`src/rtl/udp_pkt_gen_if.sv`:
```
// udp_pkt_gen_if: byte-serving handshake between the UDP test-packet source
// (master) and the eth_send MAC framer (slave).
interface udp_pkt_gen_if;
   logic        tx_go;
   logic [15:0] data_length;
   logic        fifo_rdreq;
   logic [7:0]  fifo_rddata;
   logic        send_done;

   modport master (
      output tx_go, data_length, fifo_rddata,
      input  fifo_rdreq, send_done
   );

   modport slave (
      input  tx_go, data_length, fifo_rddata,
      output fifo_rdreq, send_done
   );
endinterface

```
`src/rtl/udp_pkt_gen.sv`:
```
// udp_pkt_gen: periodic IPv4/UDP test-packet source for eth_send.
// Computes the IP header checksum word-serially before each launch and sweeps
// the payload length LEN_MIN..LEN_MAX. Define UDP_CKSUM_EN to also compute the
// UDP checksum (pseudo-header + UDP header + payload); otherwise it is sent as 0.
module udp_pkt_gen #(
   parameter logic [31:0] SRC_IP   = 32'hC0A80002,
   parameter logic [31:0] DST_IP   = 32'hC0A80003,
   parameter logic [15:0] SRC_PORT = 16'd5000,
   parameter logic [15:0] DST_PORT = 16'd6102,
   parameter logic [7:0]  TTL      = 8'h40,
   parameter logic [15:0] LEN_MIN  = 16'd22,
   parameter logic [15:0] LEN_MAX  = 16'd28,
   parameter logic [23:0] GAP_CYC  = 24'd1000,
   parameter logic [23:0] TIMEOUT  = 24'd65535
) (
   input  logic          gmii_tx_clk,
   input  logic          rst,
   udp_pkt_gen_if.master bus,
   output logic [15:0]   pkt_cnt,
   output logic          timeout_err
);

   typedef enum logic [1:0] {IDLE, CALC, GO, SEND} state_t;

   state_t      state;
   logic [23:0] gap_cnt;
   logic [23:0] wd_cnt;
   logic [10:0] calc_idx;
   logic [31:0] sum;
   logic [31:0] sum_next;
   logic [15:0] calc_word;
   logic [15:0] len;
   logic [15:0] idx;
   logic [15:0] pay_idx;
   logic [15:0] tot_len;
   logic [15:0] udp_len;
   logic [15:0] ip_csum;
   logic [15:0] udp_csum;
   logic        tx_go;
   logic [7:0]  rd_byte;

   assign tot_len          = len + 16'd28;
   assign udp_len          = len + 16'd8;
   assign pay_idx          = idx - 16'd28;
   assign sum_next         = sum + {16'h0000, calc_word};
   assign bus.tx_go        = tx_go;
   assign bus.data_length  = tot_len;
   assign bus.fifo_rddata  = rd_byte;

   function automatic logic [15:0] fold16(input logic [31:0] s);
      logic [31:0] f;
      f = {16'h0000, s[15:0]} + {16'h0000, s[31:16]};
      f = {16'h0000, f[15:0]} + {16'h0000, f[31:16]};
      return f[15:0];
   endfunction

`ifdef UDP_CKSUM_EN
   logic [15:0] calc_last;
   logic [15:0] pw_off;
   logic [15:0] pw_lo_idx;

   assign calc_last = 16'd19 + ((len + 16'd1) >> 1);
   assign pw_off    = {4'b0000, calc_idx - 11'd20, 1'b0};
   assign pw_lo_idx = pw_off + 16'd1;
`else
   assign udp_csum = '0;
`endif

   // Checksum word fed to the accumulator for the current CALC step
   always_comb begin
      calc_word = '0;
      case (calc_idx)
         11'd0:  calc_word = 16'h4500;
         11'd1:  calc_word = tot_len;
         11'd4:  calc_word = {TTL, 8'h11};
         11'd6:  calc_word = SRC_IP[31:16];
         11'd7:  calc_word = SRC_IP[15:0];
         11'd8:  calc_word = DST_IP[31:16];
         11'd9:  calc_word = DST_IP[15:0];
`ifdef UDP_CKSUM_EN
         11'd10: calc_word = SRC_IP[31:16];
         11'd11: calc_word = SRC_IP[15:0];
         11'd12: calc_word = DST_IP[31:16];
         11'd13: calc_word = DST_IP[15:0];
         11'd14: calc_word = 16'h0011;
         11'd15: calc_word = udp_len;
         11'd16: calc_word = SRC_PORT;
         11'd17: calc_word = DST_PORT;
         11'd18: calc_word = udp_len;
         11'd19: calc_word = 16'h0000;
         default: begin
            if (calc_idx >= 11'd20) begin
               calc_word[15:8] = pkt_cnt[7:0] + pw_off[7:0];
               if (pw_lo_idx < len)
                  calc_word[7:0] = pkt_cnt[7:0] + pw_lo_idx[7:0];
            end
         end
`else
         default: calc_word = '0;
`endif
      endcase
   end

   // Show-ahead byte map: header, then payload, then zero fill
   always_comb begin
      rd_byte = 8'h00;
      case (idx)
         16'd0:  rd_byte = 8'h45;
         16'd2:  rd_byte = tot_len[15:8];
         16'd3:  rd_byte = tot_len[7:0];
         16'd8:  rd_byte = TTL;
         16'd9:  rd_byte = 8'h11;
         16'd10: rd_byte = ip_csum[15:8];
         16'd11: rd_byte = ip_csum[7:0];
         16'd12: rd_byte = SRC_IP[31:24];
         16'd13: rd_byte = SRC_IP[23:16];
         16'd14: rd_byte = SRC_IP[15:8];
         16'd15: rd_byte = SRC_IP[7:0];
         16'd16: rd_byte = DST_IP[31:24];
         16'd17: rd_byte = DST_IP[23:16];
         16'd18: rd_byte = DST_IP[15:8];
         16'd19: rd_byte = DST_IP[7:0];
         16'd20: rd_byte = SRC_PORT[15:8];
         16'd21: rd_byte = SRC_PORT[7:0];
         16'd22: rd_byte = DST_PORT[15:8];
         16'd23: rd_byte = DST_PORT[7:0];
         16'd24: rd_byte = udp_len[15:8];
         16'd25: rd_byte = udp_len[7:0];
         16'd26: rd_byte = udp_csum[15:8];
         16'd27: rd_byte = udp_csum[7:0];
         default: begin
            if (idx >= 16'd28 && idx < tot_len)
               rd_byte = pkt_cnt[7:0] + pay_idx[7:0];
         end
      endcase
   end

   // Packet FSM: gap timer, checksum accumulation, launch, serve/watchdog
   always_ff @(posedge gmii_tx_clk) begin
      if (rst) begin
         state       <= IDLE;
         tx_go       <= 1'b0;
         pkt_cnt     <= '0;
         timeout_err <= 1'b0;
         len         <= LEN_MIN;
         gap_cnt     <= '0;
         wd_cnt      <= '0;
         idx         <= '0;
         calc_idx    <= '0;
         sum         <= '0;
         ip_csum     <= '0;
`ifdef UDP_CKSUM_EN
         udp_csum    <= '0;
`endif
      end else begin
         idx <= (state == SEND && bus.fifo_rdreq) ? idx + 16'd1 : 16'd0;
         case (state)
            IDLE: begin
               if (gap_cnt == GAP_CYC - 24'd1) begin
                  gap_cnt  <= '0;
                  calc_idx <= '0;
                  sum      <= '0;
                  state    <= CALC;
               end else begin
                  gap_cnt <= gap_cnt + 24'd1;
               end
            end
            CALC: begin
               calc_idx <= calc_idx + 11'd1;
               sum      <= sum_next;
               // IP checksum latches after word 9; the UDP sum restarts from zero
               if (calc_idx == 11'd9) begin
                  ip_csum <= ~fold16(sum_next);
`ifdef UDP_CKSUM_EN
                  sum     <= '0;
               end else if ({5'b00000, calc_idx} == calc_last) begin
                  udp_csum <= (fold16(sum_next) == 16'hFFFF) ? 16'hFFFF : ~fold16(sum_next);
                  tx_go    <= 1'b1;
                  state    <= GO;
`else
                  tx_go   <= 1'b1;
                  state   <= GO;
`endif
               end
            end
            GO: begin
               tx_go  <= 1'b0;
               wd_cnt <= '0;
               state  <= SEND;
            end
            SEND: begin
               if (bus.send_done) begin
                  pkt_cnt <= pkt_cnt + 16'd1;
                  len     <= (len >= LEN_MAX) ? LEN_MIN : len + 16'd1;
                  gap_cnt <= '0;
                  state   <= IDLE;
               end else if (wd_cnt == TIMEOUT - 24'd1) begin
                  timeout_err <= 1'b1;
                  gap_cnt     <= '0;
                  state       <= IDLE;
               end else begin
                  wd_cnt <= wd_cnt + 24'd1;
               end
            end
            default: state <= IDLE;
         endcase
      end
   end

endmodule

```
`src/flat_wrapper.sv`:
```
// flat-port wrapper written by rule: the top's interface ports become plain ports
module udp_pkt_gen_flat 
#(
   parameter logic [31:0] SRC_IP   = 32'hC0A80002,
   parameter logic [31:0] DST_IP   = 32'hC0A80003,
   parameter logic [15:0] SRC_PORT = 16'd5000,
   parameter logic [15:0] DST_PORT = 16'd6102,
   parameter logic [7:0]  TTL      = 8'h40,
   parameter logic [15:0] LEN_MIN  = 16'd22,
   parameter logic [15:0] LEN_MAX  = 16'd28,
   parameter logic [23:0] GAP_CYC  = 24'd1000,
   parameter logic [23:0] TIMEOUT  = 24'd65535
)
  (gmii_tx_clk, rst, pkt_cnt, timeout_err, bus_tx_go, bus_data_length, bus_fifo_rddata, bus_fifo_rdreq, bus_send_done);
  udp_pkt_gen_if bus_i ();
  input  logic gmii_tx_clk;
  input  logic rst;
  output logic [15:0] pkt_cnt;
  output logic timeout_err;
  output wire logic [$bits(bus_i.tx_go)-1:0] bus_tx_go;
  output wire logic [$bits(bus_i.data_length)-1:0] bus_data_length;
  output wire logic [$bits(bus_i.fifo_rddata)-1:0] bus_fifo_rddata;
  input wire logic [$bits(bus_i.fifo_rdreq)-1:0] bus_fifo_rdreq;
  input wire logic [$bits(bus_i.send_done)-1:0] bus_send_done;
  assign bus_tx_go = bus_i.tx_go;
  assign bus_data_length = bus_i.data_length;
  assign bus_fifo_rddata = bus_i.fifo_rddata;
  assign bus_i.fifo_rdreq = bus_fifo_rdreq;
  assign bus_i.send_done = bus_send_done;
  udp_pkt_gen #(.SRC_IP(SRC_IP), .DST_IP(DST_IP), .SRC_PORT(SRC_PORT), .DST_PORT(DST_PORT), .TTL(TTL), .LEN_MIN(LEN_MIN), .LEN_MAX(LEN_MAX), .GAP_CYC(GAP_CYC), .TIMEOUT(TIMEOUT)) u_core (.gmii_tx_clk(gmii_tx_clk), .rst(rst), .bus(bus_i), .pkt_cnt(pkt_cnt), .timeout_err(timeout_err));
endmodule
```
`config.mk`:
```
export PLATFORM = sky130hd
export DESIGN_NAME = udp_pkt_gen_flat
export DESIGN_NICKNAME = d
export VERILOG_FILES = /design/src/rtl/udp_pkt_gen_if.sv /design/src/rtl/udp_pkt_gen.sv /design/src/flat_wrapper.sv
export SDC_FILE = /design/constraint.sdc
export NUM_CORES = 1
export LEC_CHECK = 0
export CAP_MARGIN = 10
export CORE_UTILIZATION = 35
export CTS_CLUSTER_DIAMETER = 30
export DETAILED_ROUTE_END_ITERATION = 8
export PLACE_DENSITY = 0.48
export SETUP_SLACK_MARGIN = 0.5
export SLEW_MARGIN = 20
export SYNTH_ARGS = -nofsm -noshare
export SYNTH_HDL_FRONTEND = slang
export SYNTH_SLANG_ARGS = --single-unit
```
`constraint.sdc`:
```
create_clock -name gmii_tx_clk -period 7.7 [get_ports gmii_tx_clk]
set_input_delay 1.925 -clock gmii_tx_clk [delete_from_list [all_inputs] [get_ports gmii_tx_clk]]
set_output_delay 1.925 -clock gmii_tx_clk [all_outputs]
set_load 0.01 [all_outputs]
```
==> summary.md, run 1 <==
| Metric | Value |
|---|---|
| Post-Synth Adder-Cell Area | `roughly a tenth` |
| Worst slew pin tran | `between 0.9 and 1 ns` |
| Worst r2r src | `u_core.len[9]` |
| Crit Path Class | `reg -> reg` |
| Synth Net Count | `1539` |
| TritonCTS clock tree | `yes` |
| Largest area contributor in the netlist | `dfxtp_1` |
| Total of max-cap violations | `0` |
| Final wirelength | `about 34000 um` |
| Compound-Gate Fraction of Synth Area | `19.54%` |
| Pwr/cell area | `between 100 and 150 nW/um^2` |
| Worst setup path startpoint | `u_core.len[9]` |
| # hold bufs at CTS | `0` |
| Gr usage total | `between 20% and 30%` |
| Vias per cell | `approximately 5.5` |
| Leakage | `5.104 nW` |
| Fill cell count | `between 3000 and 4000` |
| Final setup violation count | `0` |
| Worst Hold Slack | `~0.45 ns` |
| R2R Setup Slk | `roughly 1 ns` |
| Largest buffer count on any clock path | `2` |
| First-pass GRT wire length | `53800 um` |
| Crit path launch type | `flop` |
| Fmax | `between 100 and 150 MHz` |
| Gpl congestion | `0.9131` |
| Crit end category | `flop` |
| R2R cell count | `32` |
| RSZ-0062 raised after global routing | `false` |
| Post-synthesis xor/xnor area fraction | `between 10% and 20%` |
| Arrival time at the worst endpoint | `between 7 and 8 ns` |
| Sink Count | `159` |
| CP endpoint | `u_core.ip_csum[11]` |
| Die Span X | `180.7 um` |
| Setup Skew | `between 0.006 and 0.007 ns` |
| # H-tree levels | `4` |
| Setup TNS | `0 ns` |
| Most used cell, CP | `and3_1` |
| Ranking of synthesized cells by area | `dfxtp_1 (28%), ha_1 (9.5%), nor2_1 (6.6%)` |
| Final HPWL DP | `approximately 25000 um` |
| Dominant synthesized flop cell | `dfxtp_1` |
| Fin nets | `~1600` |
| Number of global-route vias before repair | `between 9000 and 10000` |
| Port buffer count | `45` |
| Cell with the most instances after synthesis | `nor2_1` |
| Async set-reset flop share out of synthesis | `0%` |
| Distinct cell type count after synthesis | `between 80 and 90` |
| Final antenna diode count | `0` |
| Die area | `around 33000 sq um` |
| DRT iter0 DRCs | `just under 800` |
| Worst r2r dst | `u_core.ip_csum[11]` |
| # rows | `65` |
| Flops & latches, synth | `between 150 and 200` |
| Core area | `approximately 31000 sq um` |
| Top post-synthesis cells by count | `nor2_1 (196), dfxtp_1 (159), nand2_1 (116), a21oi_1 (88), ha_1 (85)` |
| Gr ovfl total | `0` |
| Final Max Tran Viols | `0` |
| Proportion of synthesized area in mux cells | `less than 1%` |
| Sequential cell area fraction in the yosys report | `28.49%` |
| Synth top area share | `28.49%` |
| Post-route ant nets | `0` |
| CP peak stage delay | `0.51 ns` |
| Die Y | `about 180 um` |
| DRC violations left | `0` |
| TritonCTS Buffers | `17` |
| Post-synthesis simple-gate area fraction | `a little over a quarter` |
| Mapped Cells | `~1400` |
| Synth-to-layout area growth | `14.33%` |
| Slew margin rel. | `35.57%` |
| I/O Pins | `46` |
| Post-synth EDFFs | `0` |
| Pre-antenna DRT Iters | `5` |
| Avg Cell Area, Syn | `7.722 sq um` |
| Worst-skew pair later-pin latency | `approximately 0.45 ns` |
| Initial cell density of the core | `35.50%` |
| Clock root buffer | `clkbuf_16` |
| Warnings, synthesis | `0` |
| Crit share post-route | `just under 90%` |
| WP data required | `roughly 8 ns` |
| Clock-pin slew on the worst setup and hold paths | `0.06 ns` |
| Initial antenna violation count | `0` |
| Synth Cell Area | `11170 sq um` |
| Min-delay worst type | `reg -> reg` |
| Wire length per cell | `~18 um` |
| Main combinational cell family by area after synthesis | `simple AND/OR/NAND/NOR gates` |
| Crit path max fanout | `8` |
| Vias | `around 10000` |
| Status | `complete, no violations` |
| Slowest CP cell | `dfxtp_1` |
| Final Hold Vio Count | `0` |
| Ratio of cells with drive above 1 in the final layout | `7.442%` |
| Min Tclk post-route | `between 6 and 7 ns` |
| Largest net degree at the start of global routing | `54` |
| Worst VDD drop | `around 0.00013 V` |
-- per-layer routing --
| metal | GRT usage [%] | part of all wire, % |
|---|---|---|
| met1 | 27.82 | 48 |
| met2 | 33.25 | 45 |
| met3 | 3.496 | 4.0 |
| met4 | 8.923 | 2.9 |
| met5 | 0 | 0 |
-- through the flow --
stage               instances   power, W  worst slack, ns  area [sq um]  util [%]
floorplan                1447  0.0009372            1.063         11170         -
global placement         1846  0.0009662           0.7279         12000     38.13
detailed placement       1846  0.0009662           0.5636         12000     38.13
CTS                      1877   0.001898           0.5084         12620     40.09
global route             1880   0.001947           0.3590         12770     40.59
finish                   1880   0.001872            1.003         12770     40.59
-- critical path: cells and delay by family (launching register included) --
family	cells	cell delay, ns
AO/OA/AOI/OAI	10	1.65
XOR/XNOR	3	0.59
adder cells (fa/ha/maj)	3	0.98
buffers and inverters	2	0.19
flip-flops	1	0.51
AND/OR/NAND/NOR	14	2.65
-- worst min path at each step --
stage | from | end | slack [ns] | cells after the start
after floorplan | u_core.sum[29] | u_core.sum[29] | 0.41 | 1
after detailed placement | u_core.sum[29] | u_core.sum[29] | 0.43 | 1
final | u_core.sum[29] | u_core.sum[29] | 0.45 | 1
after CTS | u_core.sum[29] | u_core.sum[29] | 0.44 | 1
after global routing | u_core.ip_csum[6] | u_core.ip_csum[6] | 0.47 | 2
after global placement | u_core.sum[29] | u_core.sum[29] | 0.44 | 1
-- layout make-up --
type | instances | area [sq um] | share of cell area [%]
Tap cell | 402 | 503.0 | 3.937
Multi-Input combinational cell | 1151 | 7590 | 59.41
Sequential cell | 159 | 3196 | 25.01
Clock buffer | 19 | 432.9 | 3.389
Inverter | 71 | 266.5 | 2.086
Timing Repair Buffer | 66 | 603.1 | 4.721
Clock inverter | 12 | 183.9 | 1.440
-- state kept, by name, summed over array words and instances, names as in the netlist --
register and flops:
u_core.bus.tx_go 1, u_core.calc_idx 11, u_core.gap_cnt 24, u_core.idx 16, u_core.ip_csum 16, u_core.len 16, u_core.pkt_cnt 16, u_core.state 2
u_core.sum 32, u_core.timeout_err 1, u_core.wd_cnt 24
-- kinds of logic after synthesis --
logic type                 Yosys count
xor gates and xnor gates           130
adders and majority gates           88
DFF                                159
and+or+nand+nor                    599
AOI/OAI and AO/OA                  327
buffers and inverters              137
muxes                                7
-- power by group --
group	switching [W]	internal [W]	leakage, nW
clock network	0.000379	0.000545	0.300
logic	0.0000752	0.0000348	3.52
registers	0.00000729	0.000830	1.28
total	0.000462	0.00141	5.10
-- what timing repair did --
item                       4_1_cts  5_1_grt
resized for setup                1       37
buffers inserted                 0        3
setup endpoints to repair        2       14
pin swaps                        0        8
-- cell usage in the layout, fill, tap and decap left out, types with 7 or more instances in the layout --
| cell type | n |
|---|---|
| nand4_1 | 24 |
| nor4_1 | 13 |
| o21ai_0 | 60 |
| a21o_1 | 21 |
| nand2b_1 | 21 |
| o211ai_1 | 9 |
| a221oi_1 | 9 |
| clkbuf_16 | 17 |
| or3_1 | 13 |
| a21oi_1 | 86 |
| nor3_1 | 33 |
| and4_1 | 7 |
| dfxtp_2 | 7 |
| a211oi_1 | 12 |
| and2_1 | 13 |
| xor2_1 | 67 |
| xnor2_1 | 59 |
| buf_4 | 21 |
| a22oi_1 | 18 |
| or2_2 | 9 |
| nor2_1 | 194 |
| nor2b_1 | 8 |
| o21a_1 | 10 |
| clkdlybuf4s50_1 | 44 |
| dfxtp_1 | 151 |
| inv_1 | 71 |
| nand2_1 | 113 |
| a31oi_1 | 23 |
| nand3b_1 | 8 |
| and3_1 | 37 |
| ha_1 | 84 |
| nand3_1 | 65 |
| a22o_1 | 9 |
Note: power is estimated with default switching activity, not from simulation.
==> run 2: changes to the inputs <==
--- a/config.mk
+++ b/config.mk
@@ -9,7 +9,7 @@
 export CORE_UTILIZATION = 35
 export CTS_CLUSTER_DIAMETER = 30
 export DETAILED_ROUTE_END_ITERATION = 8
-export PLACE_DENSITY = 0.48
+export PLACE_DENSITY_LB_ADDON = 0.25
 export SETUP_SLACK_MARGIN = 0.5
 export SLEW_MARGIN = 20
 export SYNTH_ARGS = -nofsm -noshare
==> run 2 against run 1 <==
  * Non-clock buffer count stayed put
  * Final cell count is the same
  * Register-to-register slack got worse by 0.07 ns
  * Die area unchanged
  * Clock skew up 0.0077 ns
  * Hold slack got worse by 0.0082 ns
  * Flip-flop and latch count unchanged
  * Sequential power about the same
  * Via count decreased by 0.68%
  * Fmax decreased by 0.99%
  * Final area is 0.63% lower
  * Largest cell class unchanged
  * Highest routed layer unchanged
==> summary.md, run 2 (same netlist as run 1, synthesis figures left out) <==
| Metric | Value |
|---|---|
| Pwr/cell area | `around 140 nW/um^2` |
| Total of max-cap violations | `0` |
| Die area | `around 33000 sq um` |
| Post-route ant nets | `0` |
| Clock-pin slew on the worst setup and hold paths | `about 0.070 ns` |
| Vias per cell | `around 5.5` |
| Top reg by flops | `u_core.sum` |
| Met2 Use GR | `between 30% and 40%` |
| WP data required | `~8.1 ns` |
| Arrival time at the worst endpoint | `slightly above 7 ns` |
| Core area | `roughly 31000 sq um` |
| Clock root buffer | `clkbuf_16` |
| Min-delay worst type | `reg -> reg` |
| Setup TNS | `0 ns` |
| WHS Path Cells | `1` |
| Final Hold Vio Count | `0` |
| Status | `complete, no violations` |
| Largest net degree at the start of global routing | `69` |
| Ratio of cells with drive above 1 in the final layout | `~7.2%` |
| Synth-to-layout area growth | `13.62%` |
| Gr usage total | `19.12%` |
| Worst hold endpoint | `u_core.sum[29]` |
| Worst r2r dst | `u_core.ip_csum[10]` |
| Wire length per cell | `around 16 um` |
| Most used cell, CP | `a21o_1` |
| I/O Pins | `46` |
| Max reg flops | `32` |
| Largest registers | `u_core.sum x32, u_core.gap_cnt x24, u_core.wd_cnt x24` |
| CP peak stage delay | `roughly 0.47 ns` |
| Gr ovfl total | `0` |
| Fin nets | `~1600` |
| Min Tclk post-route | `just under 7 ns` |
| Die Span X | `180.7 um` |
| Slew margin rel. | `between 30% and 40%` |
| Hold_sp | `u_core.sum[29]` |
| Crit path max fanout | `8` |
| DP Area | `~12000 sq um` |
| Worst VDD drop | `0.0001432 V` |
| Most frequent cells in the layout | `nor2_1 (195), dfxtp_1 (152), nand2_1 (112)` |
| Initial cell density of the core | `a little over a third` |
| First-pass GRT wire length | `50320 um` |
| Die Y | `about 180 um` |
| R2R cell count | `35` |
| Fmax | `147.8 MHz` |
| Number of global-route vias before repair | `between 9000 and 10000` |
| Most common cell after layout, fill and taps aside | `nor2_1` |
| Leakage | `5.068 nW` |
| Final setup violation count | `0` |
| Worst-skew pair later-pin latency | `roughly 0.44 ns` |
| # rows | `65` |
| Final antenna diode count | `0` |
| Setup Skew | `0.01445 ns` |
| GRT busiest layer | `met2` |
| Crit Path Class | `reg -> reg` |
| Sink Count | `159` |
| Gpl congestion | `0.9319` |
| Final wirelength | `30840 um` |
| Final HPWL DP | `~23000 um` |
| Slowest CP cell | `fa_1` |
| Multi-input gate area | `between 7000 and 8000 sq um` |
| Crit share post-route | `between 80% and 90%` |
| Worst slew pin tran | `a little over 0.9 ns` |
| DRC violations left | `0` |
| TritonCTS Buffers | `17` |
| Largest buffer count on any clock path | `2` |
| Pre-antenna DRT Iters | `5` |
| # H-tree levels | `4` |
| Crit path launch type | `flop` |
| DRT iter0 DRCs | `718` |
| Seq. cell area | `3192 sq um` |
| Final instance area | `between 10000 and 15000 sq um` |
| Worst r2r src | `u_core.len[2]` |
| GR Layer Usage met3 | `approximately 3.8%` |
| Vias | `10260` |
| Crit end category | `flop` |
| Final Max Tran Viols | `0` |
| Port buffer count | `45` |
| R2R Setup Slk | `0.94 ns` |
| Initial antenna violation count | `0` |
| Fill cell count | `3246` |
| GR Util met1 | `approximately a quarter` |
| RSZ-0062 raised after global routing | `false` |
| # hold bufs at CTS | `0` |
| TritonCTS clock tree | `yes` |
## run 2: changes by cell type in the layout (fill, tap and decap cells not counted), sizes merged
cell / delta
clkinvlp: +4
inv: +2
clkinv: -2
bufinv: -3
clkbuf: -1
## run 2: power breakdown
group          total [W]  internal (W)  switching [W]  leakage [nW]
registers       0.000838      0.000830     0.00000753          1.28
clock network   0.000837      0.000457       0.000380         0.264
logic           0.000106     0.0000340      0.0000716          3.52
total            0.00178       0.00132       0.000459          5.07
## run 2: how the worst max path moves through the flow
stage,start,end,slack (ns)
6_report,u_core.len[2],u_core.ip_csum[10],0.94
5_1_grt,u_core.calc_idx[7],u_core.ip_csum[10],0.51
4_1_cts,u_core.len[2],u_core.ip_csum[10],0.52
3_5_place_dp,u_core.calc_idx[8],u_core.ip_csum[10],0.56
3_3_place_gp,u_core.calc_idx[8],u_core.ip_csum[10],0.81
2_1_floorplan,u_core.len[6],u_core.ip_csum[10],1.06
## run 2: layout make-up
type,instances,share of cell area [%]
Clock buffer,18,3.459
Clock inverter,13,1.005
Inverter,71,2.099
Multi-Input combinational cell,1151,59.58
Sequential cell,159,25.14
Tap cell,402,3.962
Timing Repair Buffer,66,4.751
## run 2: critical path: cells and delay by family, from the launching register on
kind            cells  cell delay, ns
buf+inv             3            0.31
flops               1            0.42
xor+xnor            2            0.35
simple gates       10            1.77
compound gates     16            2.59
fa+ha+maj           4            1.24
## run 2: per-stage QoR
stage,util (%),hold slack [ns],setup slack (ns),instances,power [W]
after detailed placement,38.14,0.4293,0.5591,1847,0.0009623
after global placement,38.14,0.4236,0.8089,1847,0.0009605
after CTS,39.96,0.4393,0.5225,1878,0.001803
after global routing,40.33,0.4694,0.5081,1880,0.001848
final,40.33,0.4391,0.9354,1880,0.001781
after floorplan,-,0.4123,1.063,1447,0.0009372
## run 2: per-layer routing
layer | up-vias | share of wire [%]
met2 | 208 | 46
li1 | 5181 | -
met1 | 4845 | 47
met3 | 29 | 5.2
met4 | 0 | 1.7
met5 | - | 0
## run 2: repair_timing
action,in CTS,in global routing
gates resized for setup,1,30
endpoints found under the setup margin,2,9
setup buffers,0,2
pin swaps,0,4
cloned,0,0
